`config.mk`:
```
export PLATFORM = sky130hd
export DESIGN_NAME = hamming_decoder_74
export DESIGN_NICKNAME = d
export VERILOG_FILES = /design/src/rtl/hamming_decoder_74.sv
export SDC_FILE = /design/constraint.sdc
export NUM_CORES = 1
export LEC_CHECK = 0
export BUFFER_PORTS_ARGS = -buffer_cell sky130_fd_sc_hd__buf_2
export CELL_PAD_IN_SITES_DETAIL_PLACEMENT = 0
export CELL_PAD_IN_SITES_GLOBAL_PLACEMENT = 2
export CORE_UTILIZATION = 24
export CTS_CLUSTER_SIZE = 10
export DETAILED_ROUTE_END_ITERATION = 10
export PLACE_DENSITY = 0.79
export RECOVER_POWER = 25
export SETUP_SLACK_MARGIN = 0.1
export SYNTH_ARGS = -nofsm -noshare
export SYNTH_HDL_FRONTEND = slang
export SYNTH_SLANG_ARGS = --single-unit
```
`constraint.sdc`:
```
create_clock -name clk -period 1 [get_ports clk]
set_clock_uncertainty 0.05 [all_clocks]
set_input_delay 0.1 -clock clk [delete_from_list [all_inputs] [get_ports clk]]
set_output_delay 0.1 -clock clk [all_outputs]
set_load 0.03 [all_outputs]
```
`src/rtl/hamming_decoder_74.sv`:
```
// Hamming(7,4) single-error-correcting decoder with a one-cycle registered output stage.
// Optional saturating corrected-error counter enabled by defining HAMMING_ERR_COUNT_EN.
module hamming_decoder_74 #(
    parameter int unsigned CNT_W = 8
) (
    input  logic             clk,
    input  logic             rst,
    input  logic             in_valid,
    input  logic [6:0]       data_in,
    input  logic             clr_count,
    output logic             out_valid,
    output logic [3:0]       ham_out,
    output logic [2:0]       syndrome,
    output logic             err_corrected,
    output logic [CNT_W-1:0] err_count
);

    logic [2:0] syn_c;
    logic [6:0] flip_c;
    logic [6:0] fixed_c;

    logic       valid_q, valid_d;
    logic [3:0] data_q,  data_d;
    logic [2:0] syn_q,   syn_d;
    logic       err_q,   err_d;

    // Syndrome equals the 1-based position of a single flipped bit; position p lives at index 7-p.
    always_comb begin
        syn_c[0] = data_in[6] ^ data_in[4] ^ data_in[2] ^ data_in[0];
        syn_c[1] = data_in[5] ^ data_in[4] ^ data_in[1] ^ data_in[0];
        syn_c[2] = data_in[3] ^ data_in[2] ^ data_in[1] ^ data_in[0];
        flip_c   = '0;
        if (syn_c != 3'd0) begin
            flip_c = 7'(7'd1 << (3'd7 - syn_c));
        end
        fixed_c  = data_in ^ flip_c;
    end

    // Capture on a valid word; otherwise hold payload and drop valid.
    always_comb begin
        valid_d = in_valid;
        data_d  = data_q;
        syn_d   = syn_q;
        err_d   = err_q;
        if (in_valid) begin
            data_d = {fixed_c[4], fixed_c[2], fixed_c[1], fixed_c[0]};
            syn_d  = syn_c;
            err_d  = (syn_c != 3'd0);
        end
    end

    always_ff @(posedge clk or posedge rst) begin
        if (rst) begin
            valid_q <= 1'b0;
            data_q  <= '0;
            syn_q   <= '0;
            err_q   <= 1'b0;
        end else begin
            valid_q <= valid_d;
            data_q  <= data_d;
            syn_q   <= syn_d;
            err_q   <= err_d;
        end
    end

    assign out_valid     = valid_q;
    assign ham_out       = data_q;
    assign syndrome      = syn_q;
    assign err_corrected = err_q;

`ifdef HAMMING_ERR_COUNT_EN
    logic [CNT_W-1:0] cnt_q, cnt_d;

    // Clear wins over increment; increment saturates at all-ones.
    always_comb begin
        cnt_d = cnt_q;
        if (clr_count) begin
            cnt_d = '0;
        end else if (in_valid && (syn_c != 3'd0) && (cnt_q != {CNT_W{1'b1}})) begin
            cnt_d = cnt_q + CNT_W'(1);
        end
    end

    always_ff @(posedge clk or posedge rst) begin
        if (rst) begin
            cnt_q <= '0;
        end else begin
            cnt_q <= cnt_d;
        end
    end

    assign err_count = cnt_q;
`else
    logic unused_clr_count;

    assign unused_clr_count = clr_count;
    assign err_count        = '0;
`endif

endmodule

```
Word level (Yosys, flattened, before mapping). Index checks and enable logic that the tools add are counted. W data, S select, Z words.

Output and inout port bits: 17. Input bits: 11. Logic and storage cells: 18. Flip-flop bits (word level): 9.

Shifts and indexed selects: 1. Bitwise logic cells: 10. Reduce and logical (&&, ||, !) cells: 1. Mux-type cells: 1. $add $sub $neg: 1.

Operators with widths (number): $xor A1 B1 Y1 (9); $mux W5 (1); $shl A1 B3 Y5 const A (1); $xor A5 B5 Y5 (1); $reduce_bool A3 Y1 (1); $sub A3 B3 Y3 const A (1).

Longest topological paths before layout. Gate-level depths: netlist (run 1).

Word-level depth: 7. Depth in mapped cells: 4. Depth with buffers taken out: 4.

Worst setup path after synthesis (run 1). No wires, ideal clock.

Path type: input -> register. Start point: in data_in[4]. End point: reg data_q[0] (netlist: ham_out[0]). Data arrival time: 1165 ps. Slack: -297 ps. Library setup time: 82 ps. Buffers on the path: 0. Data required time: 868 ps. Stages on the path: 4. Cells stage by stage: xnor2_1 > xnor2_1 > or4_1 > a31oi_1.

Cells in the longest elaborated chain, start to end: 7. Elaborated cells between the ends (all ways): 11. Those cells by class: 1 x add/sub; 1 x shift; 1 x mux; 7 x bitwise; 1 x reduce/logical.

RTL lines: start: declaration (RTL line 9) `input logic [6:0] data_in,`; $xor A1 B1 Y1 (on tied branches) (3 in a row) (RTL line 29, 30); $sub A3 B3 Y3 (RTL line 34) `flip_c = 7'(7'd1 << (3'd7 - syn_c));`; $shl A1 B3 Y5 (RTL line 34); $mux W5 (*) (RTL line 33) `if (syn_c != 3'd0) begin`; $xor A5 B5 Y5 (*) (RTL line 36) `fixed_c = data_in ^ flip_c;`; end signal: assignment (RTL line 60) `data_q <= data_d;`; end: declaration (RTL line 23) `logic [3:0] data_q, data_d;`.

Mark *: on every way between the ends. The rest lies on a longest branch, timed or not. A chain may end at the register's enable or synchronous reset.

Worst setup path in the final report (run 1).
Start point: in data_in[0]. End point: reg data_q[2] (netlist: ham_out[2]).

Cells in the longest elaborated chain, start to end: 5. Elaborated cells between the ends (all ways): 8. Those cells by class: 1 x add/sub; 1 x shift; 1 x mux; 4 x bitwise; 1 x reduce/logical.

RTL lines (RTL line): $xor A1 B1 Y1 (on tied branches) (29, 30, 31); $sub A3 B3 Y3 (34); $shl A1 B3 Y5 (34); $mux W5 (*) (33); $xor A5 B5 Y5 (*) (36).

Marks and branches as above.

==> results of run 1 <==
[worst paths after layout]
kind | startpoint | cells after the start | end | slack (ps)
max in group asynchronous | rst | 3 | err_corrected | 360
max | data_in[0] | 5 | ham_out[2] | -120
min | in_valid | 2 | out_valid | 160
min in group asynchronous | rst | 3 | ham_out[0] | 280
min reg2reg | syndrome[0] | 2 | syndrome[0] | 490
max reg2reg | ham_out[3] | 3 | ham_out[3] | -30
[cells by family (layout without fill, tap and decap cells)]
kind of cell / Yosys count / count (layout) / share of synthesized area
other: 1 / 8 / 0.00663
buffers and inverters: 12 / 39 / 0.133
AOI/OAI and AO/OA: 12 / 12 / 0.135
and+or+nand+nor: 14 / 14 / 0.131
xor gates and xnor gates: 11 / 11 / 0.197
DFF: 9 / 9 / 0.398
[power breakdown]
| part | switching [mW] | internal [mW] | leakage [nW] | total (mW) |
|---|---|---|---|---|
| clock | 0.126 | 0.147 | 0.0177 | 0.273 |
| sequential | 0.0440 | 0.423 | 0.100 | 0.467 |
| combinational | 0.386 | 0.381 | 0.341 | 0.767 |
[worst reg2reg max path, delay by kind of cell (launching register included)]
family | cells | cell delay (ps)
AO/OA/AOI/OAI | 1 | 60
AND/OR/NAND/NOR | 1 | 340
flip-flops | 1 | 400
buffers and inverters | 1 | 60
[cells in the final DEF (no fill, tap or decap), drive strengths merged]
cell          n
dlygate4sd3   1
a41oi         1
nand2         1
o22ai         1
xnor2        10
clkinv        1
or3b          1
buf          32
nor2b         1
inv           2
nor2          7
xor2          1
nand4         1
a31oi         3
o31ai         3
clkbuf        3
conb          8
a21oi         4
dfrtp         9
or4           3
[state kept, by name (all words and copies together) (netlist names)]
register       cells
ham_out            4
out_valid          1
syndrome           3
err_corrected      1
[timing repair]
item                                   CTS  global route
setup endpoints to repair               15            15
pin swaps                               10             2
hold buffers                             1             0
setup buffers                            5             0
endpoints found under the hold margin    9             0
gates resized for setup                 28             7
[layer usage]
metal,vias to the layer above,routed length (um),track usage
li1,257,-,-
met1,225,506,0.139
met2,23,562,0.173
met3,0,84,0.0364
met4,0,0,0.0278
met5,-,0,0
[per-stage QoR]
stage / utilization / setup TNS, ps / instance area, um2 / std cells
2_1_floorplan: - / -779 / 679 / 66
3_3_place_gp: 0.363 / -2330 / 803 / 111
3_5_place_dp: 0.363 / -2520 / 803 / 111
4_1_cts: 0.443 / -366 / 980 / 121
5_1_grt: 0.457 / -550 / 1010 / 121
6_report: 0.457 / -351 / 1010 / 121
[area by class of cell]
class                      instances  area, um2
timing repair buffer              33        302
sequential                         9        225
clock buffer                       3       22.5
multi-input combinational         45        414
fill                             232       1200
clock inverter                     1       5.00
tap                               28       35.0
inverter                           2       7.51
==> out/results.txt, run 1 <==
Post-synthesis async set-or-reset flop share: 1.00. For this run, the leading register cell type out of synthesis is sky130_fd_sc_hd__dfrtp_1. Counting every sink on the clock net gives 9. Setup repair after global routing could not meet its margin everywhere.

The final route contains 505 vias. Final number of max-transition violations: 0. Number of flops mapped to enable cells by yosys: 0. The slowest library cell on the worst path was sky130_fd_sc_hd__or4_1. The register clock-pin slew on the reported worst setup and hold paths came out at 60 ps. The cell count after synthesis came out at 59. Clock tree synthesis inserted a total of 3 buffers. The top cell type's share of synthesized area was 0.398; the share of the clock period used by the worst path after layout was 1.12. The kind of cell with the highest combined delay on the critical path is simple AND/OR/NAND/NOR gates. The data arrival time of the critical path was 1250 ps; the worst hold margin was 158 ps. By startpoint and endpoint, the worst setup path is classified as in -> reg. In this run, synthesis produced a sequential element count of 9. After the last flow step, the layout net total stands at 105.

The first global-routing pass estimated 2090 um of wire. TritonCTS built the clock tree. Static timing analysis puts the maximum clock frequency at 0.897 GHz.

The die covers 2550 um2. By count the netlist is led by 9 x sky130_fd_sc_hd__dfrtp_1, 9 x sky130_fd_sc_hd__xnor2_1, 8 x sky130_fd_sc_hd__buf_4. Pin placement for this block handled 28 I/O pins. The checks that failed: negative setup slack.

The cell type with the highest aggregate area in the netlist is sky130_fd_sc_hd__dfrtp_1. STA classifies the critical path endpoint as a register. The area growth from synthesis to final layout was 78.8%. The logs give 494 for the via count of the first global-routing pass and 0.677 for the final weighted congestion of routability-driven global placement. The largest driver fanout on the critical path came out at 4. Count of synthesis-stage warnings from yosys: 0.

The synthesized netlist occupies a cell area of 566 um2. The flow ran to the end, but the final reports show violations. Final-report hold violation count: 0. The number of antenna violations at the first check in global routing is 0, and the worst-case setup slack after placement is -487 ps.

The tool flagged a number of max-cap violations equal to 0. The logs give 2 for the maximum number of buffers from clock root to sink and 250 ps for the clock network latency to the later pin of the worst-skew pair. Sorting the synthesized cells by area gives the leading types as sky130_fd_sc_hd__dfrtp_1 40%, sky130_fd_sc_hd__xnor2_1 14%, sky130_fd_sc_hd__buf_4 11%.

Buffers placed on the I/O ports in this run total 18. Nature of the critical path startpoint: an input port. The count of nets left with antenna violations once routing finished came out at 0.

For this design the static power due to leakage is 0.459 nW. Detailed placement finished with a half-perimeter wire length of 882 um. In this run, the number of DRC markers left after iteration 0 of detailed routing was 9. The logs give 0 for the residual overflow from global routing and 2 for the detailed-router iteration count before antenna repair. The sequential share of the synthesized area was 0.398; the total design power was 1.51 mW. After detailed routing, the number of vias per cell comes to 4.17. The tree is rooted in a sky130_fd_sc_hd__clkbuf_4. Setup violations remaining at the end of the flow were counted as 4.

From bottom edge to top edge, the die measures 50.5 um. Entering global routing, the biggest net connects 16 pins. The minimum setup slack in the final design was -115 ps; the worst stage delay on the critical path was 530 ps.

Traced cell by cell, the critical path runs through buf_12 > xor2_4 > xnor2_2 > or4_1 > a31oi_1. The power density over the cells is 1490 nW/um2, and the worst path required time is 1130 ps. The tools report the number of levels the H-tree was split into as 1. The fraction of final layout cells with drive strength greater than 1 is 0.516, and the number of cell rows is 17.

The number of buffer and inverter instances along the worst setup path is 1, and the peak supply drop is 0.000721 V. The floorplan step set the die width to 50.5 um. The shortest period the worst path allows came out at 1120 ps. After synthesis, the netlist uses 20 different library cells. In this run the worst hold path is classified as in -> reg. The routed wirelength normalized by instance count works out to 9.53 um.

Number of diodes: 0. Wires add up to 1150 um. The synthesized area per cell works out to 9.59 um2. After detailed routing, the number of remaining DRC violations is 0. The area inside the core boundary is 2210 um2. The run gives 0.256 as the starting utilization of the core area. For the overall fraction of global-route tracks in use, the log shows 0.108.
No activity file was read; power rests on OpenSTA's default activity.
==> run 2: changes to the inputs <==
Settings changed: ABC_AREA from default to 1, PLACE_DENSITY 0.79 to 0.81.
==> run 2 against run 1 <==
Effect of this change:
- the flow now finishes without violations
- synthesized area increased by 24%
- count of clock-buffer cells in the layout grew 1
- clock power about the same
- routed wire length increased by 34%
- sequential share of layout area decreased by 0.98 points
- cell area grew 4.6%
- sequential cell count stayed put
- worst setup slack improved by 170 ps
- total power is 15% lower
- via count up 43%
==> out/results.txt, run 2 <==
Final design area excluding fillers: 1060 um2. The via count of the first global-routing pass was 592. The run gives 0 as the number of antenna violations at the first check in global routing. The switching power as a share of total power is 0.381. The logs give 163 for the number of cells in the design after placement and 0 for the remaining number of nets flagged by the antenna check after routing.

The number of stages on the worst setup path is 1, and the residual overflow from global routing is 0. Counting flops with a built-in enable in the synthesized netlist gives 0. The post-place instance area is 878 um2. Among cell families on the critical path, the largest total delay comes from flip-flops.

After synthesis the netlist holds a flip-flop and latch count of 9. In this run the worst setup path begins at ham_out[3]. After floorplanning, the core was divided into 19 placement rows. The top cell type's share of synthesized area is 0.321. The share of synthesized area spent on multiplexers is 0. Ranked by instance count, the synthesized netlist is headed by 42 x sky130_fd_sc_hd__nand2_1, 9 x sky130_fd_sc_hd__dfrtp_1, 8 x sky130_fd_sc_hd__buf_4. The final non-filler cell total was 174.

The post-synthesis async set-or-reset flop share is 1.00. The share of the core filled with cells in the final layout came out at 0.383. Counting along the longest clock path gives a buffer depth of 2. On the final layout, the worst hold slack is 164 ps.

The number of cells on the worst reg-to-reg path is 3. The tools report the part of the total power dissipated in sequential elements as 0.341. The routed via count was 723.

The worst hold path belongs to the class in -> reg. Number of sinks handled by clock tree synthesis: 9. For the total of max-cap violations, the log shows 0. Setup repair after global routing could not meet its margin everywhere. From bottom edge to top edge, the die measures 56.0 um. The starting utilization of the core area came out at 0.254. The flow ran to the end, and the final reports show no timing, DRC or antenna violations.

The number of antenna diodes in the final layout is 0. The number of buffers created by CTS was 3; the synthesized-area fraction occupied by adder cells was 0. The register clock-pin slew on the reported worst setup and hold paths is 60 ps. The tools report the worst path required time as 850 ps.

The end point of the critical path is ham_out[3]. The share of the clock period used by the worst path after layout is 0.950. In the synthesized netlist the dominant register cell turns out to be sky130_fd_sc_hd__dfrtp_1.

The first routing iteration left 10 violations. The tools report the overall fraction of global-route tracks in use as 0.0976. The number of buffer and inverter instances along the worst setup path came out at 1. Synthesis produced a netlist whose cell count is 104. The clock network latency to the later pin of the worst-skew pair was 260 ps; the count of synthesis-stage warnings from yosys was 0.

After floorplanning, the core was sized to cover 2760 um2. The final-report hold violation count was 0; the largest net degree at the start of global routing was 10. Number of ports placed on the die boundary: 28. In this run the horizontal extent of the chip is 56.0 um. In the post-synthesis netlist, the cell with the most instances is sky130_fd_sc_hd__nand2_1. The area growth from synthesis to final layout works out to 50.9%. The critical path goes through buf_6.

The synthesized-area fraction occupied by and/or/nand/nor cells was 0.491; the synthesized area per cell was 6.74 um2. The shortest period the worst path allows is 950 ps, and the total standard cell area after synthesis is 701 um2. The final number of max-transition violations came out at 0. Data arrives at the worst endpoint at 800 ps.

The total design power came out at 1.28 mW. The tools report the buffer cell driving the clock tree root as sky130_fd_sc_hd__clkbuf_4. The register with the most flip-flops in the layout has 4 of them. Timing would allow up to 1.05 GHz. Fraction of the mapped netlist area in compound gates: 0.0232.

The post-synthesis share of cell area spent on xor and xnor gates came out at 0. The library cell used most frequently in the layout, excluding fill and tap cells, is sky130_fd_sc_hd__nand2_1. The run gives 0.443 as the combinational group share of total power. TritonCTS built the clock tree.

The slowest library cell on the worst path was sky130_fd_sc_hd__dfrtp_1. The worst stage delay on the critical path is 400 ps, and the distinct cell type count after synthesis is 17. In the routed layout, each cell is associated on average with a via count of 4.16.

The clock power share is 0.216, and the aggregate routed wire length is 1550 um. For this design the static power due to leakage is 0.587 nW. For the final weighted congestion of routability-driven global placement, the log shows 0.684. The cell type with the highest aggregate area in the netlist is sky130_fd_sc_hd__dfrtp_1.

The library cells used most frequently in the layout, excluding fill and tap cells, are 37 x sky130_fd_sc_hd__nand2_1, 17 x sky130_fd_sc_hd__buf_4, 9 x sky130_fd_sc_hd__nand2_2, 9 x sky130_fd_sc_hd__dfrtp_1, 9 x sky130_fd_sc_hd__buf_6. Detailed-route DRC error count: 0. The run gives 0.000788 V as the peak supply drop. Summed over all nets, the switching power comes to 487 uW. During placement, the flow inserted port buffers numbering 18.

The worst setup path is launched from a register. The first TritonRoute pass finished after 4 iterations. The worst setup path is of the reg -> out kind. The sequential share of the synthesized area is 0.321.

Sorting the synthesized cells by area gives the leading types as sky130_fd_sc_hd__dfrtp_1 32%, sky130_fd_sc_hd__nand2_1 22%, sky130_fd_sc_hd__buf_4 8.6%. The final layout contains 155 nets. In this run the critical register-to-register path is launched from syndrome[0]. The routed wirelength normalized by instance count is 8.90 um.

The number of levels the H-tree was split into came out at 1. For this design the ratio of total power to cell area is 1210 nW/um2. The HPWL after detailed placement is 1150 um. The first global-routing pass estimated 2420 um of wire.

The largest driver fanout on the critical path works out to 2. The tools report the total die area as 3140 um2. The fraction of final layout cells with drive strength greater than 1 was 0.427. The worst setup path is captured at a primary output. The reg-to-reg critical path endpoint is syndrome[0].

Cell internal power was estimated by the tool at 791 uW. Setup violations remaining at the end of the flow were counted as 0. After synthesis, the largest family of logic cells by area is simple AND/OR/NAND/NOR gates. For flop-to-flop paths, the worst setup slack is 180 ps.
[run 2: kinds of logic after synthesis]
kind of cell | Yosys count
AOI/OAI and AO/OA | 3
other | 1
buffers and inverters | 20
DFF | 9
and+or+nand+nor | 71
[run 2: worst reg2reg max path: stages, from the launching register on]
cell                      delay [ps]
sky130_fd_sc_hd__dfrtp_1         390
sky130_fd_sc_hd__buf_4           140
sky130_fd_sc_hd__nor2_1           70
sky130_fd_sc_hd__nor2_1           60
[run 2: cell type report]
cell class	instances	area [um2]
Inverter	12	57.6
Clock buffer	4	26.3
Timing Repair Buffer	36	283
Sequential cell	9	225
Tap cell	31	38.8
Multi-Input combinational cell	82	427
Fill cell	290	1700
[run 2: layer usage]
metal	vias up	wire (um)	track usage
met3	3	80	0.0163
met5	-	0	0
met2	22	748	0.167
met4	0	32	0.0523
li1	388	-	-
met1	310	687	0.116
[run 2: worst min path at each step]
stage,startpoint,slack [ps],cells after the start,end
after floorplan,rst,-120,1,err_corrected
after global placement,rst,20,2,out_valid
after detailed placement,rst,30,2,ham_out[0]
after CTS,in_valid,60,2,out_valid
after global routing,in_valid,170,2,out_valid
final,in_valid,160,2,out_valid
[run 2: what timing repair did]
action | CTS | global route
endpoints found under the hold margin | 9 | 0
resized for setup | 18 | 15
buffers inserted | 4 | 2
pin swaps | 0 | 3
setup endpoints to repair | 9 | 12
hold buffers | 1 | 0
[run 2: through the flow]
step           worst slack (ps)  setup TNS (ps)
5_1_grt                    21.3               0
3_5_place_dp               -134            -598
4_1_cts                    42.8               0
3_3_place_gp               -127            -546
2_1_floorplan               113               0
6_report                   50.0               0
[run 2: power groups by stage]
stage | clock [mW] | sequential, mW | combinational, mW
6_report | 0.276 | 0.436 | 0.566
2_1_floorplan | 0 | 0.516 | 0.243
3_3_place_gp | 0 | 0.431 | 0.442
3_5_place_dp | 0 | 0.431 | 0.445
4_1_cts | 0.290 | 0.434 | 0.526
5_1_grt | 0.307 | 0.441 | 0.608
